### config.mk
export PLATFORM = sky130hd
export DESIGN_NAME = uart_baud_tick_gen
export DESIGN_NICKNAME = d
export VERILOG_FILES = /design/src/rtl/uart_baud_pkg.sv /design/src/rtl/uart_baud_frac_div.sv /design/src/rtl/uart_baud_tick_gen.sv
export SDC_FILE = /design/constraint.sdc
export NUM_CORES = 1
export LEC_CHECK = 0
export BUFFER_PORTS_ARGS = -buffer_cell sky130_fd_sc_hd__buf_4
export CAP_MARGIN = 20
export CORE_MARGIN = 4
export CORE_UTILIZATION = 59
export DETAILED_ROUTE_END_ITERATION = 6
export PLACE_DENSITY = 0.83
export SLEW_MARGIN = 10
export SYNTH_ARGS = -nofsm -noshare
export SYNTH_HDL_FRONTEND = slang
export SYNTH_SLANG_ARGS = --single-unit
### constraint.sdc
create_clock -name clk -period 3.3 [get_ports clk]
set_clock_uncertainty 0.2 [all_clocks]
set_input_delay 0.825 -clock clk [delete_from_list [all_inputs] [get_ports clk]]
set_output_delay 0.825 -clock clk [all_outputs]
set_load 0.02 [all_outputs]
### src/rtl/uart_baud_pkg.sv
// uart_baud_pkg
//   Shared constants and helpers for the UART baud-tick generator.
//   DIV_W_DEF / FRAC_W_DEF : default integer / fractional divisor widths
//   div_t                  : divisor pair {integer, fractional} at default widths
//   calc_div0()            : reset-time divisor in 1/2^frac_w units
package uart_baud_pkg;

  localparam int DIV_W_DEF  = 16;
  localparam int FRAC_W_DEF = 4;

  typedef struct packed {
    logic [DIV_W_DEF-1:0]  div_int;
    logic [FRAC_W_DEF-1:0] div_frac;
  } div_t;

  // floor(clk_rate * 2^frac_w / (baud_rate * oversample)); upper bits hold
  // the integer divisor, the low frac_w bits the fractional part.
  function automatic longint unsigned calc_div0(input longint unsigned clk_rate,
                                                input longint unsigned baud_rate,
                                                input longint unsigned oversample,
                                                input int unsigned     frac_w);
    return (clk_rate << frac_w) / (baud_rate * oversample);
  endfunction

endpackage

### src/rtl/uart_baud_frac_div.sv
// uart_baud_frac_div
//   Period counter for the rx oversample tick. Counts cnt 0..N-1 with
//   N = div_int (+1 when the fractional accumulator carries) and flags the
//   last cycle of each period on period_end (combinational).
//   Fractional accumulator present only when UART_BAUD_FRAC_EN is defined.
// Ports
//   clk, reset_n : system clock, synchronous active-low reset
//   run          : 0 clears the phase (cnt and accumulator)
//   restart      : clear the accumulator at this period end (new divisor applied)
//   div_int      : active integer divisor (>= 2)
//   div_frac     : active fractional divisor
//   period_end   : high in the last cycle of the current period
module uart_baud_frac_div
  import uart_baud_pkg::*;
#(
  parameter int DIV_W = DIV_W_DEF
`ifdef UART_BAUD_FRAC_EN
  , parameter int FRAC_W = FRAC_W_DEF
`endif
) (
  input  logic             clk,
  input  logic             reset_n,
  input  logic             run,
`ifdef UART_BAUD_FRAC_EN
  input  logic             restart,
  input  logic [FRAC_W-1:0] div_frac,
`endif
  input  logic [DIV_W-1:0] div_int,
  output logic             period_end
);

  logic [DIV_W-1:0] cnt_q, cnt_d;
  logic [DIV_W-1:0] last;

`ifdef UART_BAUD_FRAC_EN
  logic [FRAC_W-1:0] acc_q, acc_d;
  logic [FRAC_W:0]   acc_sum;
  logic              carry;

  // Carry depends only on acc_q, which moves at period ends, so it is
  // constant for the whole period.
  assign acc_sum = {1'b0, acc_q} + {1'b0, div_frac};
  assign carry   = acc_sum[FRAC_W];
  // div_int >= 2, so N-1 always fits in DIV_W bits even at all-ones + carry.
  assign last    = div_int - DIV_W'(1) + DIV_W'(carry);
`else
  assign last    = div_int - DIV_W'(1);
`endif

  assign period_end = run && (cnt_q == last);

  always_comb begin
    cnt_d = cnt_q;
    if (!run || period_end) cnt_d = '0;
    else                    cnt_d = cnt_q + DIV_W'(1);
  end

`ifdef UART_BAUD_FRAC_EN
  always_comb begin
    acc_d = acc_q;
    if (!run || (period_end && restart)) acc_d = '0;
    else if (period_end)                 acc_d = acc_sum[FRAC_W-1:0];
  end
`endif

  always_ff @(posedge clk) begin
    if (!reset_n) begin
      cnt_q <= '0;
`ifdef UART_BAUD_FRAC_EN
      acc_q <= '0;
`endif
    end else begin
      cnt_q <= cnt_d;
`ifdef UART_BAUD_FRAC_EN
      acc_q <= acc_d;
`endif
    end
  end

endmodule

### src/rtl/uart_baud_tick_gen.sv
// uart_baud_tick_gen
//   Programmable UART baud-tick generator. Emits single-cycle enables:
//   rx_tick at BAUD*RX_OVERSAMPLE, tx_tick on every RX_OVERSAMPLE-th rx_tick.
//   Divisor is loaded at runtime through a valid/ready handshake and takes
//   effect at the next rx period boundary (or next cycle while disabled).
//   Macro UART_BAUD_FRAC_EN enables the fractional divisor; without it
//   cfg_div_frac is ignored and the reset divisor is D0 >> FRAC_W.
// Ports
//   clk, reset_n             : system clock, synchronous active-low reset
//   enable                   : 1 = generate ticks, 0 = hold phase at zero
//   cfg_div_int/cfg_div_frac : requested divisor
//   cfg_valid / cfg_ready    : config handshake
//   cfg_err                  : 1-cycle pulse when div_int < 2 was clamped to 2
//   rx_tick / tx_tick        : oversample / baud clock enables
module uart_baud_tick_gen
  import uart_baud_pkg::*;
#(
  parameter int CLK_RATE      = 25000000,
  parameter int BAUD_RATE     = 115200,
  parameter int RX_OVERSAMPLE = 16,
  parameter int DIV_W         = DIV_W_DEF,
  parameter int FRAC_W        = FRAC_W_DEF
) (
  input  logic              clk,
  input  logic              reset_n,
  input  logic              enable,
  input  logic [DIV_W-1:0]  cfg_div_int,
  input  logic [FRAC_W-1:0] cfg_div_frac,
  input  logic              cfg_valid,
  output logic              cfg_ready,
  output logic              cfg_err,
  output logic              rx_tick,
  output logic              tx_tick
);

  localparam logic [63:0] D0 = 64'(calc_div0(64'(CLK_RATE), 64'(BAUD_RATE),
                                             64'(RX_OVERSAMPLE), FRAC_W));
  localparam logic [DIV_W-1:0] D0_INT = D0[FRAC_W +: DIV_W];
  localparam int OS_W = (RX_OVERSAMPLE > 2) ? $clog2(RX_OVERSAMPLE) : 1;
  localparam logic [OS_W-1:0] OS_LAST = OS_W'(RX_OVERSAMPLE - 1);

  logic [DIV_W-1:0] div_int_q, div_int_d, pend_int_q, pend_int_d;
`ifdef UART_BAUD_FRAC_EN
  localparam logic [FRAC_W-1:0] D0_FRAC = D0[FRAC_W-1:0];
  logic [FRAC_W-1:0] div_frac_q, div_frac_d, pend_frac_q, pend_frac_d;
`else
  logic unused_cfg_frac;
  assign unused_cfg_frac = ^cfg_div_frac;
`endif
  logic            pend_vld_q, pend_vld_d;
  logic            ready_q, ready_d;
  logic            apply_q, apply_d;
  logic            err_q, err_d;
  logic            rx_q, rx_d, tx_q, tx_d;
  logic [OS_W-1:0] os_q, os_d;

  logic xfer, apply, period_end, clamp;

  assign xfer  = cfg_valid && ready_q;
  assign clamp = (cfg_div_int < DIV_W'(2));
  // A transfer on a boundary edge sees pend_vld_q=0, so it waits for the next boundary.
  assign apply = pend_vld_q && (period_end || !enable);

  uart_baud_frac_div #(
    .DIV_W (DIV_W)
`ifdef UART_BAUD_FRAC_EN
    , .FRAC_W(FRAC_W)
`endif
  ) u_div (
    .clk        (clk),
    .reset_n    (reset_n),
    .run        (enable),
`ifdef UART_BAUD_FRAC_EN
    .restart    (apply),
    .div_frac   (div_frac_q),
`endif
    .div_int    (div_int_q),
    .period_end (period_end)
  );

  always_comb begin
    div_int_d  = div_int_q;
    pend_int_d = pend_int_q;
`ifdef UART_BAUD_FRAC_EN
    div_frac_d  = div_frac_q;
    pend_frac_d = pend_frac_q;
`endif
    pend_vld_d = pend_vld_q;
    ready_d    = ready_q;
    apply_d    = apply;
    err_d      = xfer && clamp;
    rx_d       = period_end;
    tx_d       = period_end && (os_q == OS_LAST);
    os_d       = os_q;

    if (xfer) begin
      pend_int_d = clamp ? DIV_W'(2) : cfg_div_int;
`ifdef UART_BAUD_FRAC_EN
      pend_frac_d = cfg_div_frac;
`endif
      pend_vld_d = 1'b1;
      ready_d    = 1'b0;
    end
    if (apply) begin
      div_int_d  = pend_int_q;
`ifdef UART_BAUD_FRAC_EN
      div_frac_d = pend_frac_q;
`endif
      pend_vld_d = 1'b0;
    end
    if (apply_q) ready_d = 1'b1;

    if (!enable || apply)  os_d = '0;
    else if (period_end)   os_d = (os_q == OS_LAST) ? '0 : os_q + OS_W'(1);
  end

  always_ff @(posedge clk) begin
    if (!reset_n) begin
      div_int_q  <= D0_INT;
      pend_int_q <= '0;
`ifdef UART_BAUD_FRAC_EN
      div_frac_q  <= D0_FRAC;
      pend_frac_q <= '0;
`endif
      pend_vld_q <= 1'b0;
      ready_q    <= 1'b1;
      apply_q    <= 1'b0;
      err_q      <= 1'b0;
      rx_q       <= 1'b0;
      tx_q       <= 1'b0;
      os_q       <= '0;
    end else begin
      div_int_q  <= div_int_d;
      pend_int_q <= pend_int_d;
`ifdef UART_BAUD_FRAC_EN
      div_frac_q  <= div_frac_d;
      pend_frac_q <= pend_frac_d;
`endif
      pend_vld_q <= pend_vld_d;
      ready_q    <= ready_d;
      apply_q    <= apply_d;
      err_q      <= err_d;
      rx_q       <= rx_d;
      tx_q       <= tx_d;
      os_q       <= os_d;
    end
  end

  assign cfg_ready = ready_q;
  assign cfg_err   = err_q;
  assign rx_tick   = rx_q;
  assign tx_tick   = tx_q;

endmodule

==> flow_summary.toml, run 1 <==
[sta]
hold_viol_final = 0
maxSlewViolCount = 0
finalCriticalPeriod_ns = 3.14
relSlewSlack_pct = 65.1
fmax_ghz = 0.319
layout_worst_path_cycle_share_pct = 95.1
tightest_slew_ns = 0.522
rsz0062_at_grt = "no"
fin_tns_setup_ns = 0
finalSetupViolations = 0

[pwr]
combPwrFrac_pct = 11.2
pwr-share-seq_pct = 44.7
intPower_mw = 1.25
p_leak_nw = 1.30
clkPwrFrac_pct = 44.2
p_per_area_mw_per_mm2 = 463
switching_share_pct = 25.9
ir_drop_mv = 0.341
p_total_mw = 1.69
p_sw_uw = 437

[grt]
grt_pass1_wl_um = 12500
grt_max_degree = 38
grt_usage_pct = 24.1
grt_remaining_overflow = 0
first_global_vias = 2778
antenna_found_initial = 0

[setup_path]
crit_path_max_fanout = 35
cp-end-kind = "register"
required_ns = 3.39
crit_path_start_kind = "register"
r2r_slack_ns = 0.16
cp.arrival_ns = 3.22
crit_type = "reg2reg"

[yosys]
synth_mux_area_share_pct = 0.669
synthCells = 382
yosys.area_share.simple_pct = 30.9
syn_nets = 409
netlist_area_mm2 = 0.00318
synth_edf_count = 0
syn_avg_cell_area_um2 = 8.33
synthAdderAreaFrac_pct = 1.18
synth_top_family_by_area = "simple AND/OR/NAND/NOR gates"
synth-xor-area-share_pct = 7.99
synth-main-ff-cell = "dfxtp_1"
synth_cell_types = 51
ys_ff_latch = 58
synth_compound_area_share_pct = 18.5
ys_seq_area_share_pct = 36.5
async_flop_share_pct = 0
yosys_warnings = 0

[drt]
num_vias = 2892
viasPerCell = 6.11
drtAntennaViolNets = 0
drc = 0
totalWireLength_um = 7230
drtIter0Drc = 161
post_drt_wl_per_cell_um = 15.3
drtPass1Iterations = 4

[min_path]
hold_class = "reg2reg"

[floorplanning]
fp.dieArea_mm2 = 0.00663
die_y_um = 81.4
rows = 26
ios = 28
initial_core_util_pct = 61.5
core_mm2 = 0.00517
fp.dieW_um = 81.4

[clock_network]
clock_latency_ns = 0.34
clk_path_buf_depth = 2
root_buffer = "clkbuf_8"
cts_tree = "built"
clk_pin_slew_ns = 0.07
cts.sinks = 58
cts-buffers-inserted = 9
htree_levels = 3
hold_buffers = 0

[layout]
area_growth_syn_to_layout_pct = 14.5
drive_gt1_share_pct = 15.1
final_nets = 425
fin_cells = 473
utilization_pct = 70.4
antenna_cells = 0

[flow_run]
cap_viol_max_count = 0

[status]
outcome = "completed"

[placed_design]
port_buffers = 23
dp.cells = 456
hpwl_um = 4970
place_congestion = 0.825
==> sequential cells by signal, indices dropped and copies added (netlist names) <==
register,flops
div_int_q,16
pend_int_q,16
u_div.cnt_q,16
os_q,4
apply_q,1
cfg_err,1
cfg_ready,1
pend_vld_q,1
rx_tick,1
tx_tick,1
==> worst paths after layout <==
path / from / to / cells past startpoint
worst min-delay path: apply_q / cfg_ready / 1
worst max register to register: div_int_q[1] / div_int_q[13] / 10
worst min register to register: apply_q / cfg_ready / 1
worst max-delay path: div_int_q[1] / div_int_q[13] / 10
==> layer usage <==
layer  GRT usage (%)  vias up  share of wire (%)
li1                -     1439                  -
met2            41.0       84                 49
met1            29.1     1355                 44
met4            9.12        0                1.7
met5               0        -                  0
met3            6.36       14                5.0
==> cell type report <==
| class | instances | area (um^2) |
|---|---|---|
| fill | 396 | 1530 |
| multi-input combinational | 291 | 1880 |
| sequential | 58 | 1160 |
| tap | 70 | 87.6 |
| clock inverter | 6 | 90.1 |
| clock buffer | 10 | 138 |
| timing repair buffer | 34 | 268 |
| inverter | 4 | 15.0 |
==> cells by family after synthesis <==
logic type | count (synthesis)
multiplexers | 2
AND/OR/NAND/NOR | 176
AO/OA/AOI/OAI | 81
flip-flops | 58
XOR/XNOR | 29
buffers and inverters | 33
adder cells (fa/ha/maj) | 3
==> per-stage QoR <==
stage / area, um^2 / worst slack, ns / hold WS (ns)
CTS: 3630 / 0.0729 / 0.228
global route: 3640 / 0.00723 / 0.255
detailed placement: 3410 / 0.139 / 0.198
finish: 3640 / 0.160 / 0.229
floorplan: 3180 / 0.369 / 0.191
global placement: 3410 / 0.251 / 0.202
==> synth_stat cells, types with 2 or more instances <==
| cell | count | area (um^2) |
|---|---|---|
| a22oi_1 | 13 | 97.6 |
| o2111ai_1 | 13 | 114 |
| ha_1 | 3 | 37.5 |
| a31oi_1 | 3 | 18.8 |
| a211o_1 | 2 | 17.5 |
| a21oi_1 | 8 | 40.0 |
| nor2_1 | 31 | 116 |
| buf_2 | 5 | 25.0 |
| nand3_1 | 21 | 105 |
| and2_1 | 6 | 37.5 |
| and4_1 | 3 | 26.3 |
| o21ai_0 | 9 | 45.0 |
| xnor2_1 | 19 | 166 |
| clkbuf_1 | 23 | 86.3 |
| and3_1 | 7 | 43.8 |
| nand2b_1 | 5 | 31.3 |
| nor3_1 | 15 | 75.1 |
| a211oi_1 | 4 | 30.0 |
| a32oi_1 | 2 | 17.5 |
| o211ai_1 | 2 | 15.0 |
| or4b_1 | 14 | 140 |
| dfxtp_1 | 58 | 1160 |
| nor4_1 | 8 | 50.1 |
| xor2_1 | 10 | 87.6 |
| o22ai_1 | 3 | 18.8 |
| inv_1 | 4 | 15.0 |
| nand4_1 | 7 | 43.8 |
| nor3_2 | 2 | 20.0 |
| nand2_1 | 46 | 173 |
| o21bai_1 | 2 | 15.0 |
| a21boi_0 | 14 | 105 |
==> power by group through the flow <==
stage	sequential (mW)	clock, mW	combinational, mW
final	0.753	0.745	0.188
after global routing	0.757	0.786	0.209
after CTS	0.753	0.751	0.187
after detailed placement	0.768	0	0.184
after global placement	0.766	0	0.179
after floorplan	0.754	0	0.132
==> critical path, stage by stage (launching register included) <==
cell and delay (ns):
dfxtp_2 0.35, inv_1 0.06, ha_1 0.28, nor4b_4 0.36, a31oi_1 0.08, nor3_1 0.22, nand4_1 0.15, or4_1 0.55
buf_12 0.20, or4b_1 0.52, nand3_1 0.11
==> placed cells by master (no fill, tap or decap), types with 8 or more instances in the layout <==
| cell type | n |
|---|---|
| a22oi_1 | 13 |
| xor2_1 | 10 |
| a21boi_0 | 14 |
| or4b_1 | 14 |
| nand2_1 | 46 |
| nor4_1 | 8 |
| o2111ai_1 | 13 |
| nand3_1 | 21 |
| o21ai_0 | 8 |
| buf_4 | 33 |
| clkbuf_8 | 10 |
| a21oi_1 | 8 |
| nor2_1 | 31 |
| xnor2_1 | 19 |
| dfxtp_1 | 57 |
| nor3_1 | 15 |
==> what timing repair did <==
item | CTS | global route
setup endpoints to repair | 0 | 13
setup buffers | 0 | 1
resized for setup | 0 | 2
Power figures use the tool's default switching activity.
==> run 2, diff against run 1 <==
--- a/config.mk
+++ b/config.mk
@@ -8,9 +8,9 @@
 export BUFFER_PORTS_ARGS = -buffer_cell sky130_fd_sc_hd__buf_4
 export CAP_MARGIN = 20
 export CORE_MARGIN = 4
-export CORE_UTILIZATION = 59
+export CORE_UTILIZATION = 64
 export DETAILED_ROUTE_END_ITERATION = 6
-export PLACE_DENSITY = 0.83
+export PLACE_DENSITY = 0.89
 export SLEW_MARGIN = 10
 export SYNTH_ARGS = -nofsm -noshare
 export SYNTH_HDL_FRONTEND = slang
==> constraint.sdc (replaced) <==
create_clock -name clk -period 3.68 [get_ports clk]
set_clock_uncertainty 0.2 [all_clocks]
set_input_delay 0.92 -clock clk [delete_from_list [all_inputs] [get_ports clk]]
set_output_delay 0.92 -clock clk [all_outputs]
set_load 0.02 [all_outputs]
==> run 2 against run 1 <==
Against the previous run:
- global-route usage grew 1.2 points
- final area shrank 1.2%
- core utilization grew 5.2 points
- sequential cell count is the same
- final cell count shrank 1.7%
- via count grew 1.9%
- non-clock buffer count shrank 5
- sequential power shrank 9.7%
- setup slack gained 0.25 ns
- largest power group is now clock
- register-to-register slack gained 0.25 ns
- die area shrank 7.1%
==> flow_summary.toml, run 2 (synthesis gave the netlist of run 1 again) <==
[status]
outcome = "completed"

[setup_path]
crit_path_start_kind = "register"
r2r_slack_ns = 0.41
cp-end-kind = "register"
required_ns = 3.77
cp.arrival_ns = 3.36
crit_path_max_fanout = 35
crit_type = "reg2reg"

[clock_network]
clk_path_buf_depth = 2
clock_latency_ns = 0.35
cts-buffers-inserted = 9
cts_setup_buffers = 0
cts.sinks = 58
hold_buffers = 0
clk_pin_slew_ns = 0.07
cts.repair.resized = 0
root_buffer = "clkbuf_8"
htree_levels = 3
cts_tree = "built"

[pwr]
clkPwrFrac_pct = 45.4
p_per_area_mw_per_mm2 = 425
intPower_mw = 1.15
p_leak_nw = 1.27
combPwrFrac_pct = 10.1
ir_drop_mv = 0.268
p_sw_uw = 377
p_total_mw = 1.53
pwr-share-seq_pct = 44.5
switching_share_pct = 24.7

[flow_run]
cap_viol_max_count = 0

[drt]
drc = 0
post_drt_wl_per_cell_um = 15.3
drtAntennaViolNets = 0
totalWireLength_um = 7140
drtPass1Iterations = 5
drtIter0Drc = 129
num_vias = 2948
viasPerCell = 6.34

[layout]
drive_gt1_share_pct = 13.8
layout_common_cells = "dfxtp_1, nand2_1, nor2_1, buf_4, nand3_1"
design_area_mm2 = 0.00360
area_growth_syn_to_layout_pct = 13.1
fin_cells = 465
utilization_pct = 75.7
final_common_cell = "dfxtp_1"
largestRegisters = "div_int_q (16), pend_int_q (16), u_div.cnt_q (16)"
final_nets = 420
antenna_cells = 0

[floorplanning]
rows = 25
core_mm2 = 0.00475
die_y_um = 78.5
initial_core_util_pct = 66.9
fp.dieArea_mm2 = 0.00616
fp.dieW_um = 78.5
ios = 28

[grt]
grt_util_met2_pct = 41.7
grt_pass1_wl_um = 12500
grt_max_degree = 38
grt-busiest-layer = "met2"
antenna_found_initial = 0
first_global_vias = 2755
met3_usage_pct = 7.00
grt_usage_pct = 25.3
grt_remaining_overflow = 0
gr-usage-met1_pct = 30.9

[sta]
fin_tns_setup_ns = 0
finalHoldWorstSlack_ns = 0.224
relSlewSlack_pct = 38.1
maxSlewViolCount = 0
layout_worst_path_cycle_share_pct = 89.0
rsz0062_at_grt = "no"
setup_slack_ns = 0.406
finalCriticalPeriod_ns = 3.27
hold_viol_final = 0
finalSetupViolations = 0
tightest_slew_ns = 0.927
fmax_ghz = 0.305

[placed_design]
dp.cells = 449
placed_cell_area_mm2 = 0.00336
pre_cts_ws_ns = 0.483
hpwl_um = 4850
port_buffers = 23
place_congestion = 0.815

[min_path]
hold_class = "reg2reg"
==> run 2: worst max-delay path: stages, from the launching register on <==
cell and delay [ns]:
dfxtp_1 0.40, inv_1 0.09, ha_1 0.29, nor4b_4 0.39, a21oi_1 0.14, nand2b_1 0.17
a22o_1 0.20, or4_1 0.40, buf_4 0.25, or4b_1 0.56, nand3_1 0.11
==> run 2: cell type report <==
| class | instances | area (um^2) |
|---|---|---|
| Sequential cell | 58 | 1160 |
| Clock inverter | 4 | 72.6 |
| Inverter | 4 | 15.0 |
| Clock buffer | 12 | 165 |
| Tap cell | 67 | 83.8 |
| Fill cell | 363 | 1160 |
| Multi-Input combinational cell | 291 | 1880 |
| Timing Repair Buffer | 29 | 218 |
==> run 2: metal layers <==
metal	part of all wire, %	vias up
met3	6.7	17
met1	42	1381
met5	0	-
li1	-	1430
met2	49	120
met4	1.9	0
==> run 2: power groups by stage <==
stage | registers, mW | clock network (mW) | logic, mW
floorplan | 0.676 | 0 | 0.119
global placement | 0.691 | 0 | 0.148
detailed placement | 0.693 | 0 | 0.152
CTS | 0.679 | 0.701 | 0.153
global route | 0.683 | 0.728 | 0.172
finish | 0.680 | 0.693 | 0.154
==> run 2: worst paths after layout <==
| kind | start | to | cells past startpoint |
|---|---|---|---|
| worst max-delay path | div_int_q[0] | div_int_q[12] | 10 |
| worst min-delay path | apply_q | cfg_ready | 1 |
| worst max register to register | div_int_q[0] | div_int_q[12] | 10 |
| worst min register to register | apply_q | cfg_ready | 1 |
==> run 3, diff against run 2 <==
--- a/config.mk
+++ b/config.mk
@@ -8,10 +8,11 @@
 export BUFFER_PORTS_ARGS = -buffer_cell sky130_fd_sc_hd__buf_4
 export CAP_MARGIN = 20
 export CORE_MARGIN = 4
-export CORE_UTILIZATION = 64
+export CORE_UTILIZATION = 63
 export DETAILED_ROUTE_END_ITERATION = 6
-export PLACE_DENSITY = 0.89
+export PLACE_DENSITY = 0.88
 export SLEW_MARGIN = 10
 export SYNTH_ARGS = -nofsm -noshare
 export SYNTH_HDL_FRONTEND = slang
+export SYNTH_HIERARCHICAL = 1
 export SYNTH_SLANG_ARGS = --single-unit
==> run 3 against run 2 <==
Against the previous run:
- global-route usage decreased by 3.7 points
- worst hold slack improved by 0.022 ns
- highest routed layer unchanged
- combinational power decreased by 37%
- critical path type unchanged
==> flow_summary.toml, run 3 <==
[status]
outcome = "completed"

[floorplanning]
fp.dieArea_mm2 = 0.00565
rows = 24
ios = 28
core_mm2 = 0.00435
die_y_um = 75.2
fp.dieW_um = 75.2
initial_core_util_pct = 65.3

[drt]
drc = 0
drtAntennaViolNets = 0
totalWireLength_um = 5600
num_vias = 2283
drtPass1Iterations = 4
post_drt_wl_per_cell_um = 14.2
viasPerCell = 5.78
drtIter0Drc = 156

[min_path]
hold_class = "reg2reg"
holdPathEnd = "cfg_ready"
whs_path_depth = 1
hp-start = "apply_q"

[yosys]
synth_top_cell_by_area = "dfxtp_1"
synth_cell_types = 62
syn_avg_cell_area_um2 = 8.99
syn_nets = 343
yosys_warnings = 6
ys_seq_area_share_pct = 40.9
yosysMostFrequentCell = "dfxtp_1"
ys_ff_latch = 58
synth.top_cell.area_share_pct = 40.9
synthCells = 316
synth.area.top_cells = "dfxtp_1, xnor2_1, nand2_1"
async_flop_share_pct = 0
synth-main-ff-cell = "dfxtp_1"
synthTopCellsByCount = "dfxtp_1, nand2_1, nor2_1"
synth_edf_count = 0
netlist_area_mm2 = 0.00284

[sta]
layout_worst_path_cycle_share_pct = 95.0
fmax_ghz = 0.286
fin_tns_setup_ns = 0
maxSlewViolCount = 0
hold_viol_final = 0
finalHoldWorstSlack_ns = 0.246
rsz0062_at_grt = "no"
tightest_slew_ns = 0.554
finalSetupViolations = 0
relSlewSlack_pct = 63.1
setup_slack_ns = 0.184
finalCriticalPeriod_ns = 3.50

[clock_network]
clk_pin_slew_ns = 0.07
cts_tree = "built"
htree_levels = 3
root_buffer = "clkbuf_8"
cts.sinks = 58
hold_buffers = 0
clock_latency_ns = 0.34
clk_path_buf_depth = 2
cts-buffers-inserted = 9
cts.repair.resized = 0
cts_setup_buffers = 0

[setup_path]
r2r_start = "div_int_q[0]"
cp.arrival_ns = 3.57
r2r_slack_ns = 0.18
required_ns = 3.75
crit_path_start_kind = "register"
r2r_cells = 12
regToRegEndpoint = "os_q[3]"
cp-end-kind = "register"
crit_path_max_fanout = 10
crit_type = "reg2reg"

[placed_design]
hpwl_um = 4000
pre_cts_ws_ns = 0.0832
port_buffers = 23
place_congestion = 0.931

[pwr]
p_leak_nw = 1.20
intPower_mw = 1.02
combPwrFrac_pct = 7.2
ir_drop_mv = 0.312
p_per_area_mw_per_mm2 = 422
p_sw_uw = 329
switching_share_pct = 24.4
pwr-share-seq_pct = 49.1
clkPwrFrac_pct = 43.8

[grt]
grt_remaining_overflow = 0
first_global_vias = 1995
grt_max_degree = 26
grt_usage_pct = 21.7
antenna_found_initial = 0
grt_pass1_wl_um = 9200

[flow_run]
cap_viol_max_count = 0

[layout]
drive_gt1_share_pct = 18.1
layout_common_cells = "dfxtp_1, nand2_1, nor2_1, buf_4, xnor2_1"
utilization_pct = 73.6
final_common_cell = "dfxtp_1"
antenna_cells = 0
fill_cells = 324
final_nets = 365
largestRegisters = "div_int_q (16), pend_int_q (16), u_div/cnt_q (16)"
area_growth_syn_to_layout_pct = 12.8
run 3: power groups by stage:
stage	Clock [mW]	Combinational, mW	Sequential (mW)
floorplan	0	0.0685	0.674
global placement	0	0.0927	0.676
detailed placement	0	0.0952	0.677
CTS	0.600	0.0960	0.663
global route	0.637	0.108	0.665
finish	0.591	0.0969	0.663
run 3: critical path, cell delays in order, from the launching register on:
cell      delay (ns)
dfxtp_1         0.31
buf_4           0.15
or4_1           0.59
buf_4           0.20
or4b_1          0.50
a211o_1         0.28
o311ai_1        0.13
and3_2          0.24
and3_1          0.20
buf_4           0.18
a41oi_1         0.11
a211o_1         0.24
a21oi_1         0.10
run 3: logic make-up after synthesis:
family | count (synthesis) | synth area share [%]
compound gates | 64 | 17.9
xor+xnor | 31 | 9.56
fa+ha+maj | 3 | 1.32
buf+inv | 25 | 5.24
flops | 58 | 40.9
simple gates | 135 | 25.1
run 3: metrics by stage:
stage,power (mW),cell area (um^2),instances
after global placement,0.769,3000,379
final,1.35,3200,395
after detailed placement,0.772,3000,379
after floorplan,0.742,2840,316
after global routing,1.41,3200,395
after CTS,1.36,3200,395
run 3: worst max-delay path by stage:
| stage | from | to | slack [ns] | cells past startpoint |
|---|---|---|---|---|
| 3_3_place_gp | div_int_q[1] | div_int_q[12] | 0.17 | 11 |
| 6_report | div_int_q[0] | os_q[3] | 0.18 | 12 |
| 4_1_cts | div_int_q[1] | div_int_q[6] | 0.08 | 11 |
| 2_1_floorplan | div_int_q[0] | div_int_q[10] | 0.52 | 12 |
| 3_5_place_dp | div_int_q[1] | div_int_q[6] | 0.08 | 11 |
| 5_1_grt | div_int_q[1] | div_int_q[10] | 0.01 | 11 |
run 3: cell type report:
class | instances | area [um^2] | area share, %
multi-input combinational | 233 | 1540 | 47.9
sequential | 58 | 1160 | 36.2
timing repair buffer | 26 | 195 | 6.09
clock buffer | 10 | 138 | 4.30
clock inverter | 6 | 66.3 | 2.07
tap | 52 | 65.1 | 2.03
inverter | 10 | 42.5 | 1.33
run 3: layer usage:
metal | vias to the layer above | global-route usage (%) | wire, um
met1 | 1049 | 28.4 | 2670
met2 | 57 | 33.6 | 2610
met3 | 11 | 4.81 | 218
li1 | 1166 | - | -
met5 | - | 0 | 0
met4 | 0 | 11.1 | 106
